[src/rtl/ifu_fetch_pkg.sv]
// rtl/ifu_fetch_pkg.sv - shared AXI widths, fetch constants and fetch state type
package ifu_fetch_pkg;

    localparam int AXI_ADDR_W  = 32;
    localparam int AXI_DATA_W  = 32;
    localparam int AXI_RESP_W  = 2;
    localparam int AXI_WSTRB_W = AXI_DATA_W / 8;

    localparam logic [AXI_RESP_W-1:0] AXI_RESP_OKAY  = 2'b00;
    localparam logic [31:0]           INST_NOP       = 32'h0000_0013;
    localparam logic [31:0]           CPU_RESET_ADDR = 32'h8000_0000;

    typedef enum logic [1:0] {
        FETCH_REQ  = 2'd0,
        FETCH_RESP = 2'd1,
        FETCH_OUT  = 2'd2
    } fetch_state_e;

endpackage

[src/rtl/ifu_fetch.sv]
// rtl/ifu_fetch.sv - instruction fetch unit, AXI-lite read master feeding decode
module ifu_fetch
    import ifu_fetch_pkg::*;
#(
    parameter int                ADDR_W   = AXI_ADDR_W,
    parameter int                DATA_W   = AXI_DATA_W,
    parameter logic [ADDR_W-1:0] RESET_PC = ADDR_W'(CPU_RESET_ADDR),
    parameter logic [DATA_W-1:0] INST_NOP = DATA_W'(ifu_fetch_pkg::INST_NOP)
) (
    input  logic                  clk,
    input  logic                  rst_n,
    input  logic                  redirect_valid,
    input  logic [ADDR_W-1:0]     redirect_pc,
    output logic [ADDR_W-1:0]     araddr,
    output logic                  arvalid,
    input  logic                  arready,
    input  logic [DATA_W-1:0]     rdata,
    input  logic [AXI_RESP_W-1:0] rresp,
    input  logic                  rvalid,
    output logic                  rready,
    output logic [ADDR_W-1:0]     awaddr,
    output logic                  awvalid,
    output logic [DATA_W-1:0]     wdata,
    output logic [DATA_W/8-1:0]   wstrb,
    output logic                  wvalid,
    output logic                  bready,
    output logic                  inst_valid,
    input  logic                  inst_ready,
    output logic [DATA_W-1:0]     inst,
    output logic [ADDR_W-1:0]     inst_pc,
    output logic                  fetch_err
);

    fetch_state_e      r_state;
    fetch_state_e      w_state_next;
    logic [ADDR_W-1:0] r_pc;
    logic [ADDR_W-1:0] w_pc_next;
    logic [ADDR_W-1:0] r_araddr;
    logic [ADDR_W-1:0] r_inst_pc;
    logic [DATA_W-1:0] r_inst;
    logic              r_squash;
    logic              w_squash_next;
    logic              r_arvalid;
    logic              r_rready;
    logic              r_inst_valid;
    logic              r_fetch_err;
    logic              w_capture;
    logic              w_ar_hs;
    logic              w_r_hs;
    logic              w_inst_hs;
    logic [ADDR_W-1:0] w_redirect_pc;
    logic              w_unused_redirect_lo;

    assign w_redirect_pc        = {redirect_pc[ADDR_W-1:2], 2'b00};
    assign w_unused_redirect_lo = ^redirect_pc[1:0];
    assign w_ar_hs              = r_arvalid && arready;
    assign w_r_hs               = r_rready && rvalid;
    assign w_inst_hs            = r_inst_valid && inst_ready;

    // A redirect never touches an address already on the bus; the old read is squashed instead.
    always_comb begin
        w_state_next  = r_state;
        w_squash_next = r_squash;
        w_capture     = 1'b0;
        case (r_state)
            FETCH_REQ: begin
                if (w_ar_hs) begin
                    w_state_next = FETCH_RESP;
                end
                if (redirect_valid && r_arvalid) begin
                    w_squash_next = 1'b1;
                end
            end
            FETCH_RESP: begin
                if (w_r_hs) begin
                    w_squash_next = 1'b0;
                    if (r_squash || redirect_valid) begin
                        w_state_next = FETCH_REQ;
                    end else begin
                        w_state_next = FETCH_OUT;
                        w_capture    = 1'b1;
                    end
                end else if (redirect_valid) begin
                    w_squash_next = 1'b1;
                end
            end
            FETCH_OUT: begin
                if (redirect_valid || w_inst_hs) begin
                    w_state_next = FETCH_REQ;
                end
            end
            default: begin
                w_state_next = FETCH_REQ;
            end
        endcase
    end

    always_comb begin
        w_pc_next = r_pc;
        if (redirect_valid) begin
            w_pc_next = w_redirect_pc;
        end else if (r_state == FETCH_OUT && w_inst_hs) begin
            w_pc_next = r_pc + ADDR_W'(4);
        end
    end

    always_ff @(posedge clk) begin
        if (!rst_n) begin
            r_state      <= FETCH_REQ;
            r_squash     <= 1'b0;
            r_pc         <= RESET_PC;
            r_araddr     <= RESET_PC;
            r_arvalid    <= 1'b0;
            r_rready     <= 1'b0;
            r_inst_valid <= 1'b0;
            r_inst       <= INST_NOP;
            r_inst_pc    <= RESET_PC;
            r_fetch_err  <= 1'b0;
        end else begin
            r_state      <= w_state_next;
            r_squash     <= w_squash_next;
            r_pc         <= w_pc_next;
            r_arvalid    <= (w_state_next == FETCH_REQ);
            r_rready     <= (w_state_next == FETCH_RESP);
            r_inst_valid <= (w_state_next == FETCH_OUT);
            // araddr tracks pc until it is committed to the bus by arvalid
            if (!(r_state == FETCH_REQ && r_arvalid)) begin
                r_araddr <= w_pc_next;
            end
            if (w_capture) begin
                r_inst      <= (rresp == AXI_RESP_OKAY) ? rdata : INST_NOP;
                r_fetch_err <= (rresp != AXI_RESP_OKAY);
                r_inst_pc   <= r_pc;
            end
        end
    end

    assign araddr     = r_araddr;
    assign arvalid    = r_arvalid;
    assign rready     = r_rready;
    assign inst_valid = r_inst_valid;
    assign inst       = r_inst;
    assign inst_pc    = r_inst_pc;
    assign fetch_err  = r_fetch_err;

    assign awaddr  = '0;
    assign awvalid = 1'b0;
    assign wdata   = '0;
    assign wstrb   = '0;
    assign wvalid  = 1'b0;
    assign bready  = 1'b0;

endmodule

[config.mk]
export PLATFORM = sky130hd
export DESIGN_NAME = ifu_fetch
export DESIGN_NICKNAME = d
export VERILOG_FILES = /design/src/rtl/ifu_fetch_pkg.sv /design/src/rtl/ifu_fetch.sv
export SDC_FILE = /design/constraint.sdc
export NUM_CORES = 1
export LEC_CHECK = 0
export BUFFER_PORTS_ARGS = -buffer_cell sky130_fd_sc_hd__buf_2
export CORE_ASPECT_RATIO = 1.1
export CORE_MARGIN = 5
export CORE_UTILIZATION = 45
export DETAILED_ROUTE_END_ITERATION = 10
export PLACE_DENSITY = 0.77
export SLEW_MARGIN = 40
export SYNTH_ARGS = -nofsm -noshare
export SYNTH_HDL_FRONTEND = slang
export SYNTH_SLANG_ARGS = --single-unit
[constraint.sdc]
create_clock -name clk -period 3.9 [get_ports clk]
set_clock_uncertainty 0.15 [all_clocks]
set_input_delay 0.195 -clock clk [delete_from_list [all_inputs] [get_ports clk]]
set_output_delay 0.195 -clock clk [all_outputs]
set_load 0.005 [all_outputs]
Word level (Yosys, flattened, before mapping)
Index checks and enable logic that the tools add are counted.
{"block": "word_totals", "out_inout_bits": 171, "elab_cells": 46, "reg_bits": 135, "input_bits": 72}
{"block": "classes", "reduce_logical": 14, "add_sub_neg": 1, "n_mux": 15, "n_eq_ne": 6}
{"cell": "32-bit 2-to-1 mux", "count": 3}
{"cell": "32-bit by 3-bit adder with 32-bit output, second input constant", "count": 1}
{"cell": "2-bit 2-to-1 mux", "count": 4}
{"cell": "1-bit logical AND", "count": 6}
{"cell": "2-bit logical NOT", "count": 3}
{"cell": "1-bit 2-to-1 mux", "count": 6}
{"cell": "2-bit case mux with 3 select lines", "count": 1}
{"cell": "2-bit by 1-bit == test with 1-bit output, second input constant", "count": 2}
{"cell": "2-bit == test, second input constant", "count": 2}
{"cell": "2-bit nonzero test", "count": 2}
{"cell": "3-bit inequality test, second input constant", "count": 1}
{"cell": "3-bit AND reduction", "count": 1}
{"cell": "1-bit logical OR", "count": 2}
{"cell": "2-bit inequality test, second input constant", "count": 1}
{"cell": "1-bit case mux with 2 select lines", "count": 1}

Depth between registers and ports, before layout
{"block": "logic_depth", "depth_word": 5, "ltp_mapped": 8, "depth_no_buf": 6}

Worst setup path before layout
OpenSTA, ideal clock, no wires.
{"block": "synth_path", "path_type": "register -> register", "start": "reg r_state[0]", "end": "reg r_araddr[31], in the netlist araddr[31]", "t_required_ns": 3.663, "t_arrival_ns": 1.743, "path_slack_ns": 1.920, "synth_period_minus_slack_ns": 1.980, "setup_time_ns": 0.087, "n_path_buf": 2, "path_stages_with_launch": 8, "path_cell_list": "dfxtp_1 > buf_6 > and4b_1 > buf_6 > nand4_4 > nor4_1 > mux2_2 > o31ai_1"}
{"block": "synth_via", "elab_chain_len": 4, "elab_cells_between_ends": 6, "cone_classes": "eq/ne (1); mux (2); reduce/logical (3)"}
{"item": "start, declared", "line_no": "ifu_fetch.sv:34", "source": "fetch_state_e r_state;"}
{"item": "start signal, assigned", "line_no": "ifu_fetch.sv:120", "source": "r_state <= w_state_next;"}
{"item": "2-bit == test", "line_no": "ifu_fetch.sv:102", "source": "end else if (r_state == FETCH_OUT && w_inst_hs) begin"}
{"item": "1-bit logical AND", "line_no": "ifu_fetch.sv:102"}
{"item": "32-bit 2-to-1 mux", "line_no": "ifu_fetch.sv:102"}
{"item": "32-bit 2-to-1 mux", "line_no": "ifu_fetch.sv:100", "source": "if (redirect_valid) begin"}
{"item": "end signal, assigned", "line_no": "ifu_fetch.sv:128", "source": "r_araddr <= w_pc_next;"}
{"item": "end, declared", "line_no": "ifu_fetch.sv:38", "source": "logic [ADDR_W-1:0] r_araddr;"}
Several ways; a longest one is shown, not always the timed one.
A chain may end at the register's enable or synchronous reset.

Worst setup path after layout
{"block": "layout_path", "start": "reg r_state[1]", "end": "reg r_pc[31]"}
{"block": "layout_via", "elab_chain_len": 4}
{"item": "2-bit == test", "line_no": "ifu_fetch.sv:102"}
{"item": "1-bit logical AND", "line_no": "ifu_fetch.sv:102"}
{"item": "32-bit 2-to-1 mux", "line_no": "ifu_fetch.sv:102"}
{"item": "32-bit 2-to-1 mux", "line_no": "ifu_fetch.sv:100"}
{"item": "end signal, assigned", "line_no": "ifu_fetch.sv:122", "source": "r_pc <= w_pc_next;"}
{"item": "end, declared", "line_no": "ifu_fetch.sv:36", "source": "logic [ADDR_W-1:0] r_pc;"}
No other way between the ends.

==> out/summary.txt <==
Max Transition Viols Final = 0
Final ANT Viol Nets = 0
Post-Syn Area = 6052 um^2
GRT Util Overall = 0.2197
CTS tree = done
share of cells above drive strength 1 = 0.2321
Multi-input gate area = 2851 um^2
sequential-to-total area share from yosys stat = 0.4466
final setup fails = 0
largest net degree at the start of global routing = 62
FFs w/ async S/R, synth = 0
CP Capture Type = flip-flop
final core occ = 0.6064
setup TNS = 0 ns
final hold vios = 0
Largest stage delay, worst path = 0.56 ns
initial core utilization = 0.4580
PwrDens = 439.1 nW/um^2
gpl congestion = 0.7927
Synth area leaders = dfxtp_1 45%, buf_4 8.9%, nand2_1 6.1%
area fraction of the dominant cell type after synthesis = 0.4466
slowest stage cell, crit path = dlygate4sd3_1
Core Box Area = 13210 um^2
CTS clk-pin slew, worst paths = 0.05 ns
die footprint = 15870 um^2
register area = 2703 um^2
Nets = 1008
worst-path fanout max = 18
n_diodes = 0
1st-iter DRT viols = 476
Period minus WS final = 3.183 ns
io pins = 243
peak supply drop = 0.2113 mV
Synth warnings = 0
HP Class = in2reg
worst slew pin tran = 0.7844 ns
post-synthesis cell count = 721
Root Buffer = clkbuf_16
PortBufs = 169
LEAKAGE = 3.582 nW
drt total wl = 17450 um
area growth from synthesis to final layout = 32.40%
Cell Chain, Critical Path = and4b_1 > nand4_4 > nor4_1 > mux2_2 > o21ai_0 > dlygate4sd3_1
number of fillers in the final layout = 1178
DPL Wire Length = 11260 um
startpoint types = flip-flop
worst path arrival time = 3.39 ns
EDFF count, synth = 0
final hold slack = 0.03358 ns
Synth Register Bits = 135
max-cap violations = 0
H-Tree Depth = 4
First-pass DRT Iterations = 5
DIE WIDTH = 120.6 um
Post-Syn Area per Cell = 8.394 um^2
Worst-Skew Late Latency = 0.42 ns
Max-slew headroom = 0.4738
RSZ-0062 raised after global routing = false
crit path kind = reg2reg
WL/cell = 15.74 um
Synth cell types = 54
CTS buffer count = 17
via/cell ratio = 5.201
initial antenna violation count = 0
first-pass GRT wire length = 28190 um
status = complete, no violations
clk buf depth = 2
Main synth FF type = dfxtp_1
biggest area consumer among synthesized cells = dfxtp_1
fin crit share = 0.8162
Die Ht = 131.6 um
clock tree sinks = 135
Max Clk Rate = 314.1 MHz
GRT overflow = 0
# DRC = 0
row count = 44
via count = 5768
vias in the first global route = 5697
required time of the critical path = 4.11 ns
Resize count post-CTS = 0
[cell families (layout without fill, tap and decap cells)]
group | after synthesis | in the layout | share of synthesized area
adder cells (fa/ha/maj) | 1 | 1 | 0.002067
XOR/XNOR | 10 | 10 | 0.01447
AND/OR/NAND/NOR | 285 | 285 | 0.2258
multiplexers | 6 | 6 | 0.01054
buffers and inverters | 127 | 284 | 0.1288
other | 1 | 71 | 0.0006196
flip-flops | 135 | 135 | 0.4466
AO/OA/AOI/OAI | 156 | 156 | 0.1712
[stage by stage]
| stage | instances | total power [mW] | worst slack (ns) | cell area [um^2] |
|---|---|---|---|---|
| 3_5_place_dp | 1008 | 1.797 | 1.213 | 6696 |
| 3_3_place_gp | 1008 | 1.793 | 1.233 | 6696 |
| 2_1_floorplan | 791 | 1.723 | 1.920 | 6315 |
| 5_1_grt | 1109 | 3.672 | 0.5401 | 8013 |
| 4_1_cts | 1109 | 3.546 | 0.7341 | 8013 |
| 6_report | 1109 | 3.518 | 0.7168 | 8013 |
[worst max-delay path: cells and delay by family, from the launching register on]
kind | cells | cell delay [ns]
DFF | 1 | 0.47
buffers and inverters | 1 | 0.56
muxes | 1 | 0.39
AOI/OAI and AO/OA | 1 | 0.14
and+or+nand+nor | 3 | 1.40
[cell type report]
type,instances,share of cell area
clock buffers,24,0.06012
inverters,6,0.002811
clock inverters,8,0.01796
multi-input cells,529,0.3559
well taps,161,0.02514
flip-flops and latches,135,0.3373
repair buffers,246,0.2008
[final timing paths]
| check | start | end | slack [ns] | cells past startpoint |
|---|---|---|---|---|
| max | r_state[1]$_SDFF_PN0_ | r_pc[31]$_SDFF_PN1_ | 0.72 | 6 |
| min | rvalid | r_state[0]$_SDFF_PN0_ | 0.03 | 4 |
| max reg2reg | r_state[1]$_SDFF_PN0_ | r_pc[31]$_SDFF_PN1_ | 0.72 | 6 |
| min reg2reg | inst_pc[25]$_SDFFE_PN0P_ | inst_pc[25]$_SDFFE_PN0P_ | 0.30 | 2 |
[layer usage]
| metal | GRT usage | vias to the layer above | wire, um |
|---|---|---|---|
| li1 | - | 2803 | - |
| met5 | 0 | - | 0 |
| met1 | 0.2487 | 2662 | 7083 |
| met3 | 0.07438 | 33 | 1412 |
| met4 | 0.08816 | 0 | 321 |
| met2 | 0.3778 | 270 | 8635 |
[where the power goes]
group	internal, mW	total, mW	switching [mW]
Clock	1.12	1.69	0.576
Sequential	1.44	1.49	0.0497
Combinational	0.156	0.338	0.182
Total	2.71	3.52	0.807
[sequential cells by signal (all words and copies together), names as in the netlist, 2 cells and up]
name and count:
r_pc 32, r_state 2, inst 32, inst_pc 32
araddr 32
[layout by cell type, fill, tap and decap left out, types with 4 or more instances in the layout]
master,n
buf_2,169
dfxtp_1,135
nand2_1,99
conb_1,71
nor2_1,69
dlygate4sd3_1,69
a21oi_1,50
nand3_1,34
a22oi_1,29
o21ai_0,23
clkbuf_16,17
nor3_1,14
o31ai_1,13
o211a_1,10
nor4_1,10
nand2b_1,9
nand4_1,9
and3_1,8
and2_1,7
xnor2_1,7
buf_4,7
and4_1,6
o211ai_1,6
inv_1,4
o31a_1,4
or3_1,4
a31oi_1,4
nor2b_1,4
bufinv_16,4
clkbuf_1,4
[cell usage after synthesis (all sizes together), types with 2 or more instances]
library cell and count:
clkbuf 35, o31a 4, nor3 16, nor2 69, a31oi 4, nand4 10
o211a 10, or3 5, o21ai 23, buf 86, a21oi 50, and3 8
o31ai 14, nand2b 9, and4 6, xnor2 7, o211ai 6, mux2i 3
mux2 3, dfxtp 135, nand4b 2, xor2 3, nor2b 4, nand3 34
inv 6, a211oi 2, a22oi 29, and2 8, nor4 11, nand2 99
a31o 3, o22ai 3
[timing repair]
item / 4_1_cts / 5_1_grt
hold endpoints to repair: 72 / 0
setup endpoints to repair: 0 / 0
hold buffers: 69 / 0
buffers inserted: 0 / 0
No activity file was read; power rests on OpenSTA's default activity.
